## config.mk

```make
export PLATFORM = sky130hd
export DESIGN_NAME = program_loader
export DESIGN_NICKNAME = d
export VERILOG_FILES = /design/src/rtl/bf_pkg.sv /design/src/rtl/bf_edge_detect.sv /design/src/rtl/program_loader.sv
export SDC_FILE = /design/constraint.sdc
export NUM_CORES = 1
export LEC_CHECK = 0
export ABC_AREA = 1
export CORE_MARGIN = 3
export CORE_UTILIZATION = 43
export DETAILED_ROUTE_END_ITERATION = 7
export PLACE_DENSITY = 0.85
export RECOVER_POWER = 100
export SLEW_MARGIN = 30
export SYNTH_ARGS = -nofsm -noshare
export SYNTH_HDL_FRONTEND = slang
export SYNTH_SLANG_ARGS = --single-unit
```

## constraint.sdc

```tcl
create_clock -name clk -period 2.1 [get_ports clk]
set_clock_uncertainty 0.2 [all_clocks]
set_input_delay 0.315 -clock clk [delete_from_list [all_inputs] [get_ports clk]]
set_output_delay 0.315 -clock clk [all_outputs]
set_load 0.01 [all_outputs]
```

## src/rtl/bf_pkg.sv

```systemverilog
// -----------------------------------------------------------------------------
// bf_pkg -- shared definitions for the program loader and the execution FSM.
//
// Holds the opcode width, the eight language opcodes plus the stop opcode,
// the loader state encoding and a helper that classifies an opcode as one
// the user may enter.
// -----------------------------------------------------------------------------
package bf_pkg;

   localparam int OPC_W = 4;

   // Language opcodes, as seen in program memory.
   localparam logic [OPC_W-1:0] SMALLER = 4'b0000;  // <
   localparam logic [OPC_W-1:0] GREATER = 4'b0001;  // >
   localparam logic [OPC_W-1:0] PLUS    = 4'b0010;  // +
   localparam logic [OPC_W-1:0] MINUS   = 4'b0011;  // -
   localparam logic [OPC_W-1:0] OPEN_B  = 4'b0100;  // [
   localparam logic [OPC_W-1:0] CLOSE_B = 4'b0101;  // ]
   localparam logic [OPC_W-1:0] DOT     = 4'b0110;  // .
   localparam logic [OPC_W-1:0] COMMA   = 4'b0111;  // ,
   // Terminates the program; only the loader itself writes it.
   localparam logic [OPC_W-1:0] STOP_C  = 4'b1111;

   typedef enum logic [2:0] {
      S_LOAD  = 3'd0,
      S_WRITE = 3'd1,
      S_TERM  = 3'd2,
      S_GO    = 3'd3,
      S_DONE  = 3'd4
   } ld_state_e;

   // An opcode may be entered by the user only if it is one of the eight
   // language opcodes; the stop code and the unused codes are rejected.
   function automatic logic is_valid_op(input logic [OPC_W-1:0] op);
      return (op <= COMMA);
   endfunction

endpackage

```

## src/rtl/bf_edge_detect.sv

```systemverilog
// -----------------------------------------------------------------------------
// bf_edge_detect -- one-cycle rising-edge pulse from a synchronised key level.
//
// Ports:
//   clk    in  clock
//   reset  in  synchronous active-high reset
//   level  in  synchronised key level
//   rise   out one-cycle pulse on a 0->1 transition of level
//
// The previous level is registered. An extra "armed" flop, cleared by reset,
// blocks the pulse for the first cycle after reset so that a key already held
// down across reset release is not mistaken for a fresh press.
// -----------------------------------------------------------------------------
module bf_edge_detect (
   input  logic clk,
   input  logic reset,
   input  logic level,
   output logic rise
);

   logic prev_q, prev_d;
   logic armed_q, armed_d;

   always_comb begin
      prev_d  = level;
      armed_d = 1'b1;
   end

   always_ff @(posedge clk) begin
      if (reset) begin
         prev_q  <= 1'b0;
         armed_q <= 1'b0;
      end else begin
         prev_q  <= prev_d;
         armed_q <= armed_d;
      end
   end

   assign rise = level & ~prev_q & armed_q;

endmodule

```

## src/rtl/program_loader.sv

```systemverilog
// -----------------------------------------------------------------------------
// program_loader -- loads opcodes from switches into program memory, then
// terminates the program with the stop opcode and kicks the executor.
//
// Parameters:
//   ADDR_W  program memory address width
//   OPC_W   opcode width
//
// Ports:
//   clk       in   clock, all state on rising edge
//   reset     in   synchronous active-high reset
//   in        in   opcode on switches
//   enter     in   key level; rising edge writes `in`
//   finish    in   key level; rising edge ends loading
//   wr_en     out  program memory write strobe
//   wr_addr   out  program memory write address
//   wr_data   out  program memory write data
//   go        out  one-cycle start pulse for the executor
//   loading   out  high while opcodes are accepted
//   full      out  no opcode slot left (last address kept for stop)
//   bad_op    out  one-cycle pulse when an entered opcode is rejected
//   count     out  opcodes written, stop excluded
//   checksum  out  mod-256 sum of written opcodes
//
// Build option: define PROG_CHECKSUM_EN to build the checksum accumulator;
// otherwise checksum is tied to zero.
//
// Address 0 is never written: the executor pre-increments its PC, so the
// first opcode lands at address 1 and every write goes to count+1.
// -----------------------------------------------------------------------------
module program_loader
   import bf_pkg::*;
#(
   parameter int ADDR_W = 8,
   parameter int OPC_W  = bf_pkg::OPC_W
) (
   input  logic              clk,
   input  logic              reset,
   input  logic [OPC_W-1:0]  in,
   input  logic              enter,
   input  logic              finish,
   output logic              wr_en,
   output logic [ADDR_W-1:0] wr_addr,
   output logic [OPC_W-1:0]  wr_data,
   output logic              go,
   output logic              loading,
   output logic              full,
   output logic              bad_op,
   output logic [ADDR_W-1:0] count,
   output logic [7:0]        checksum
);

   ld_state_e         state_q, state_d;
   logic [OPC_W-1:0]  in_q, in_d;
   logic [ADDR_W-1:0] count_q, count_d;
   logic [ADDR_W-1:0] next_addr;
   logic              enter_rise, finish_rise;
   logic              op_ok;

   bf_edge_detect u_enter_ed (
      .clk   (clk),
      .reset (reset),
      .level (enter),
      .rise  (enter_rise)
   );

   bf_edge_detect u_finish_ed (
      .clk   (clk),
      .reset (reset),
      .level (finish),
      .rise  (finish_rise)
   );

   assign op_ok     = is_valid_op(in);
   assign next_addr = count_q + ADDR_W'(1);
   // Top address is reserved for the stop opcode.
   assign full      = (count_q == ({ADDR_W{1'b1}} - ADDR_W'(1)));
   assign count     = count_q;

   // ---------------- state register ----------------
   always_ff @(posedge clk) begin
      if (reset) begin
         state_q <= S_LOAD;
         in_q    <= '0;
         count_q <= '0;
      end else begin
         state_q <= state_d;
         in_q    <= in_d;
         count_q <= count_d;
      end
   end

   // ---------------- next state ----------------
   always_comb begin
      state_d = state_q;
      in_d    = in_q;
      count_d = count_q;
      unique case (state_q)
         S_LOAD: begin
            // finish wins; a simultaneous enter edge is dropped.
            if (finish_rise) begin
               state_d = S_TERM;
            end else if (enter_rise && !full && op_ok) begin
               state_d = S_WRITE;
               in_d    = in;
            end
         end
         S_WRITE: begin
            count_d = next_addr;
            state_d = S_LOAD;
         end
         S_TERM:  state_d = S_GO;
         S_GO:    state_d = S_DONE;
         S_DONE:  state_d = S_DONE;
         default: state_d = S_LOAD;
      endcase
   end

   // ---------------- outputs ----------------
   // Strobes are gated by reset so a reset landing in WRITE or TERM
   // suppresses that cycle's memory write.
   always_comb begin
      wr_en   = 1'b0;
      wr_addr = '0;
      wr_data = '0;
      go      = 1'b0;
      bad_op  = 1'b0;
      loading = (state_q == S_LOAD) || (state_q == S_WRITE);
      if (!reset) begin
         unique case (state_q)
            S_LOAD: begin
               // Full silently ignores enter, so no reject pulse then.
               bad_op = !finish_rise && enter_rise && !full && !op_ok;
            end
            S_WRITE: begin
               wr_en   = 1'b1;
               wr_addr = next_addr;
               wr_data = in_q;
            end
            S_TERM: begin
               wr_en   = 1'b1;
               wr_addr = next_addr;
               wr_data = OPC_W'(STOP_C);
            end
            S_GO:    go = 1'b1;
            default: ;
         endcase
      end
   end

`ifdef PROG_CHECKSUM_EN
   logic [7:0] checksum_q, checksum_d;

   always_comb begin
      checksum_d = checksum_q;
      if (state_q == S_WRITE)
         checksum_d = checksum_q + 8'(in_q);
   end

   always_ff @(posedge clk) begin
      if (reset) checksum_q <= '0;
      else       checksum_q <= checksum_d;
   end

   assign checksum = checksum_q;
`else
   assign checksum = 8'd0;
`endif

endmodule

```

# After elaboration in Yosys (flattened, before gate mapping)
# Cells that the tools add are included.
# word_totals
word_cells,48
ff_bits,18
romBits,0
latch_bits,0
memories,0
mem_bits_rw,0
# op_classes
eq_ne,6
n_div,0
mux,14
bitwise_logic,7
n_reduce_logical,13
mul,0
n_lt_le_gt_ge,1
shifts,0
n_addsub,1
# op_table
op,n
8-bit two-way mux,2
3-bit one-hot mux with 3 select lines,1
"8-bit by 1-bit adder with 8-bit output, second input constant",1
"8-bit equality test, second input constant",1
4-bit one-hot mux with 2 select lines,1
1-bit two-way mux,7
"3-bit by 2-bit equality test with 1-bit output, second input constant",2
3-bit two-way mux,2
1-bit logical AND,5
1-bit bitwise AND,4
"4-bit by 3-bit <= comparator with 1-bit output, second input constant",1
4-bit two-way mux,1
2-bit OR reduction,2
"3-bit by 1-bit equality test with 1-bit output, second input constant",1
"3-bit equality test, second input constant",1
1-bit logical NOT,3
3-bit logical NOT,1
"3-bit != test, second input constant",1
1-bit NOT,3
3-bit AND reduction,1
1-bit logical OR,1

# Logic depth before layout (Yosys ltp)
# depth
word_depth,9
ltp_mapped,9
ltp_nobuf,9

# Modules after synthesis
# A second synthesis with hierarchy kept.
# unflattened
hier_cells,155
area_unflattened_um2,1076.0
# by_module_without_submodules
mod,seq_area_each_um2,cells_each,instances,area_per_inst_um2
program_loader,300.3,141,1,953.4
bf_edge_detect,40.0,7,2,61.3

# Least setup slack after synthesis
# OpenSTA, ideal clock, no wires.
# synth_timing
path_type,register to output
from,"register count_q[0], in the netlist count[0]"
to,output port bad_op
required_ns,1.585
n_path_buf,0
path_slack_ns,0.340
path_stages_with_launch,8
arrival_time_ns,1.245
cell_sequence,dfxtp_1 > inv_1 > ha_1 > nand2_1 > nor2_1 > nand2_1 > nand2_1 > nor4_2
# synth_via
elab_chain_len,6
# synth_rtl
element,line,text
"start, declared",program_loader.sv:55,"logic [ADDR_W-1:0] count_q, count_d;"
"start signal, assigned",program_loader.sv:89,count_q <= count_d;
8-bit equality test,program_loader.sv:77,assign full = (count_q == ({ADDR_W{1'b1}} - ADDR_W'(1)));
1-bit logical NOT,program_loader.sv:133,bad_op = !finish_rise && enter_rise && !full && !op_ok;
1-bit logical AND (2 in a row),program_loader.sv:133,
1-bit two-way mux,program_loader.sv:130,unique case (state_q)
1-bit two-way mux,program_loader.sv:129,if (!reset) begin
"end, declared",program_loader.sv:48,"output logic bad_op,"
# No other way between the ends.

# Worst setup path in the final report
# Ends and elaborated chain as after synthesis.

==> key figures <==
Global routing
  • Met1 Track Usage GR: 20.17%
  • M3 GR Usage: 3.271%
  • Global Route Usage Sum: 17.50%
  • Global-route wire length before repair: 4.512 mm
  • Vias in the first global route: 1104
  • Antenna violations before repair: 0
  • GRT met2 Usage: 30.91%
  • Gr ovfl total: 0
  • Grt peak-use layer: met2
  • Largest net degree at the start of global routing: 13

Power
  • Power density over cell area: 615.8 mW/mm2
  • Power Total: 0.0009114 W
  • Leakage Power: 0.7235 nW
  • Peak supply drop: 0.5270 mV

Finish
  • # nets final: 210
  • P&R area growth vs syn: 40.67%
  • Fill cells: 190
  • Area occupied by registers: 374.1 um2
  • Footprint of the multi-input gates: 545.5 um2
  • Fraction of layout cells with a size suffix above 1: 26.63%
  • Ant diodes: 0

Clock network
  • Clock-pin slew on the worst setup and hold paths: 0.11 ns
  • Clock sinks: 18
  • Clk_lat worst skew: 0.29 ns
  • H-tree levels: 1
  • Clock tree root driver cell: clkbuf_4
  • Hold_buf cts: 0
  • Max Buffers Root-to-Sink: 2
  • TritonCTS clock tree: built
  • CTS buffer count: 3

Die
  • IO Count: 41
  • Full die area: 0.003077 mm2
  • Number of core rows: 17
  • Chip Width: 55.47 um
  • Core box area: 0.002276 mm2
  • Chip height: 55.47 um
  • Initial core utilization: 46.23%

Worst setup path
  • Crit path kind: register to output port
  • CP required: 1.58 ns
  • Arrival time worst endpoint: 1.51 ns
  • Setup crit end kind: output port
  • Crit start category: register
  • Crit-path max FO: 4

Min path
  • Worst Hold Class: register to register

Synthesis
  • Syn Area/Cell: 6.969 um2
  • Number of synthesis warnings: 0
  • Synthesized area: 0.001052 mm2
  • Yosys reg bits: 18
  • Top cells by count, synth: inv_1, nor2_1, dfxtp_1, nand2_1, a21oi_1
  • Netlist cell types: 23
  • Gate Count Post-Synth: 151
  • Synth top area cells: dfxtp_1, inv_1, nor2_1
  • EDFF count, synth: 0
  • Synth top area share: 34.24%
  • Sequential share of the synthesized area: 34.24%
  • Post-synth ARST share: 0%
  • Largest area contributor in the netlist: dfxtp_1
  • Most frequent cell after synthesis: inv_1
  • Main synth FF type: dfxtp_1

Routing
  • Routed WL: 2.658 mm
  • DRC viols: 0
  • Drt via density: 4.855
  • DRT iter0 DRCs: 15
  • Drt first pass iters: 4
  • Number of routed nets with antenna violations: 0
  • Wire length per cell: 11.71 um
  • Vias post-DR: 1102

STA
  • Fin. Hold Viols: 0
  • Final worst setup slack: 0.07339 ns
  • Period minus WS final: 2.027 ns
  • Final Setup Violations: 0
  • Post-route clock period utilization: 96.51%
  • Fmax: 493.4 MHz
  • Max Slew Vio Count: 0

Place
  • Hpwl dp: 2.018 mm
  • Routability cong.: 0.8255
  • Post-place setup slack: -0.2514 ns
  • Port Buf Inserts: 32

Status
  • Status: finished clean

Job
  • Max cap viols: 0
-- per-layer routing --
layer  vias up  wire (um)
met2        41       1377
li1        544          -
met5         -          0
met3         8        156
met4         0         62
met1       509       1061
-- cell families (layout without fill, tap and decap cells) --
| kind of cell | Yosys count | count (layout) | share of synthesized area, % |
|---|---|---|---|
| simple gates | 64 | 64 | 30.32 |
| buf+inv | 39 | 80 | 17.60 |
| compound gates | 22 | 22 | 10.94 |
| flops | 18 | 18 | 34.25 |
| xor+xnor | 5 | 5 | 4.162 |
| fa+ha+maj | 2 | 2 | 2.378 |
| other cells | 1 | 8 | 0.3564 |
-- power breakdown --
group          internal [W]  switching, W  total, W
clock              0.000105      0.000110  0.000215
sequential         0.000374     0.0000267  0.000401
combinational      0.000139      0.000156  0.000295
-- critical path, cell delays in order (launching register included) --
cell	delay (ns)
dfxtp_4	0.38
inv_2	0.05
ha_1	0.19
nand2_1	0.07
nor2_1	0.04
nand2_1	0.11
nand2_2	0.08
nor4_2	0.14
buf_2	0.17
-- metrics by stage --
step	instances	hold WS (ns)	setup TNS (ns)	area, um2	util [%]
global placement	222	0.2334	-1.283	1470	64.60
floorplan	158	0.2188	0	1079	-
detailed placement	222	0.2325	-1.651	1470	64.60
global route	227	0.3031	-0.004575	1480	65.04
finish	227	0.2853	0	1480	65.04
CTS	227	0.2714	0	1513	66.47
-- what timing repair did --
action | 4_1_cts | 5_1_grt
endpoints found under the hold margin | 0 | 0
pin swaps | 2 | 3
setup buffers | 1 | 0
endpoints found under the setup margin | 16 | 13
resized for setup | 30 | 27
-- cell type report --
| class | instances | area share, % |
|---|---|---|
| clock buffers | 4 | 2.451 |
| inverters | 27 | 6.847 |
| multi-input cells | 101 | 36.86 |
| flip-flops and latches | 18 | 25.27 |
| well taps | 28 | 2.367 |
| repair buffers | 49 | 26.20 |
-- sequential cells by signal, indices dropped and copies added (netlist names) --
signal	count
in_q	4
u_enter_ed.armed_q	1
u_enter_ed.prev_q	1
state_q	3
count	8
u_finish_ed.prev_q	1
-- path summary, 6_finish.rpt --
check	from	to	slack, ns	cells past startpoint
worst max-delay path	count[0]	bad_op	0.07	8
worst max register to register	count[0]	in_q[0]	0.29	9
worst min register to register	in_q[3]	in_q[3]	0.29	2
worst min-delay path	in_q[3]	in_q[3]	0.29	2
-- cell usage in the layout, fill, tap and decap left out, drive strengths merged --
cell type	count
dlygate4sd2	3
clkdlybuf4s15	4
nand2	24
nand4	2
nor2	31
inv	27
conb	8
o21ai	6
o21a	1
xor2	5
nor4	1
a21oi	14
buf	15
a211oi	1
dfxtp	18
ha	2
nand3	6
clkbuf	15
clkdlybuf4s50	16
Note: power is estimated with default switching activity, not from simulation.
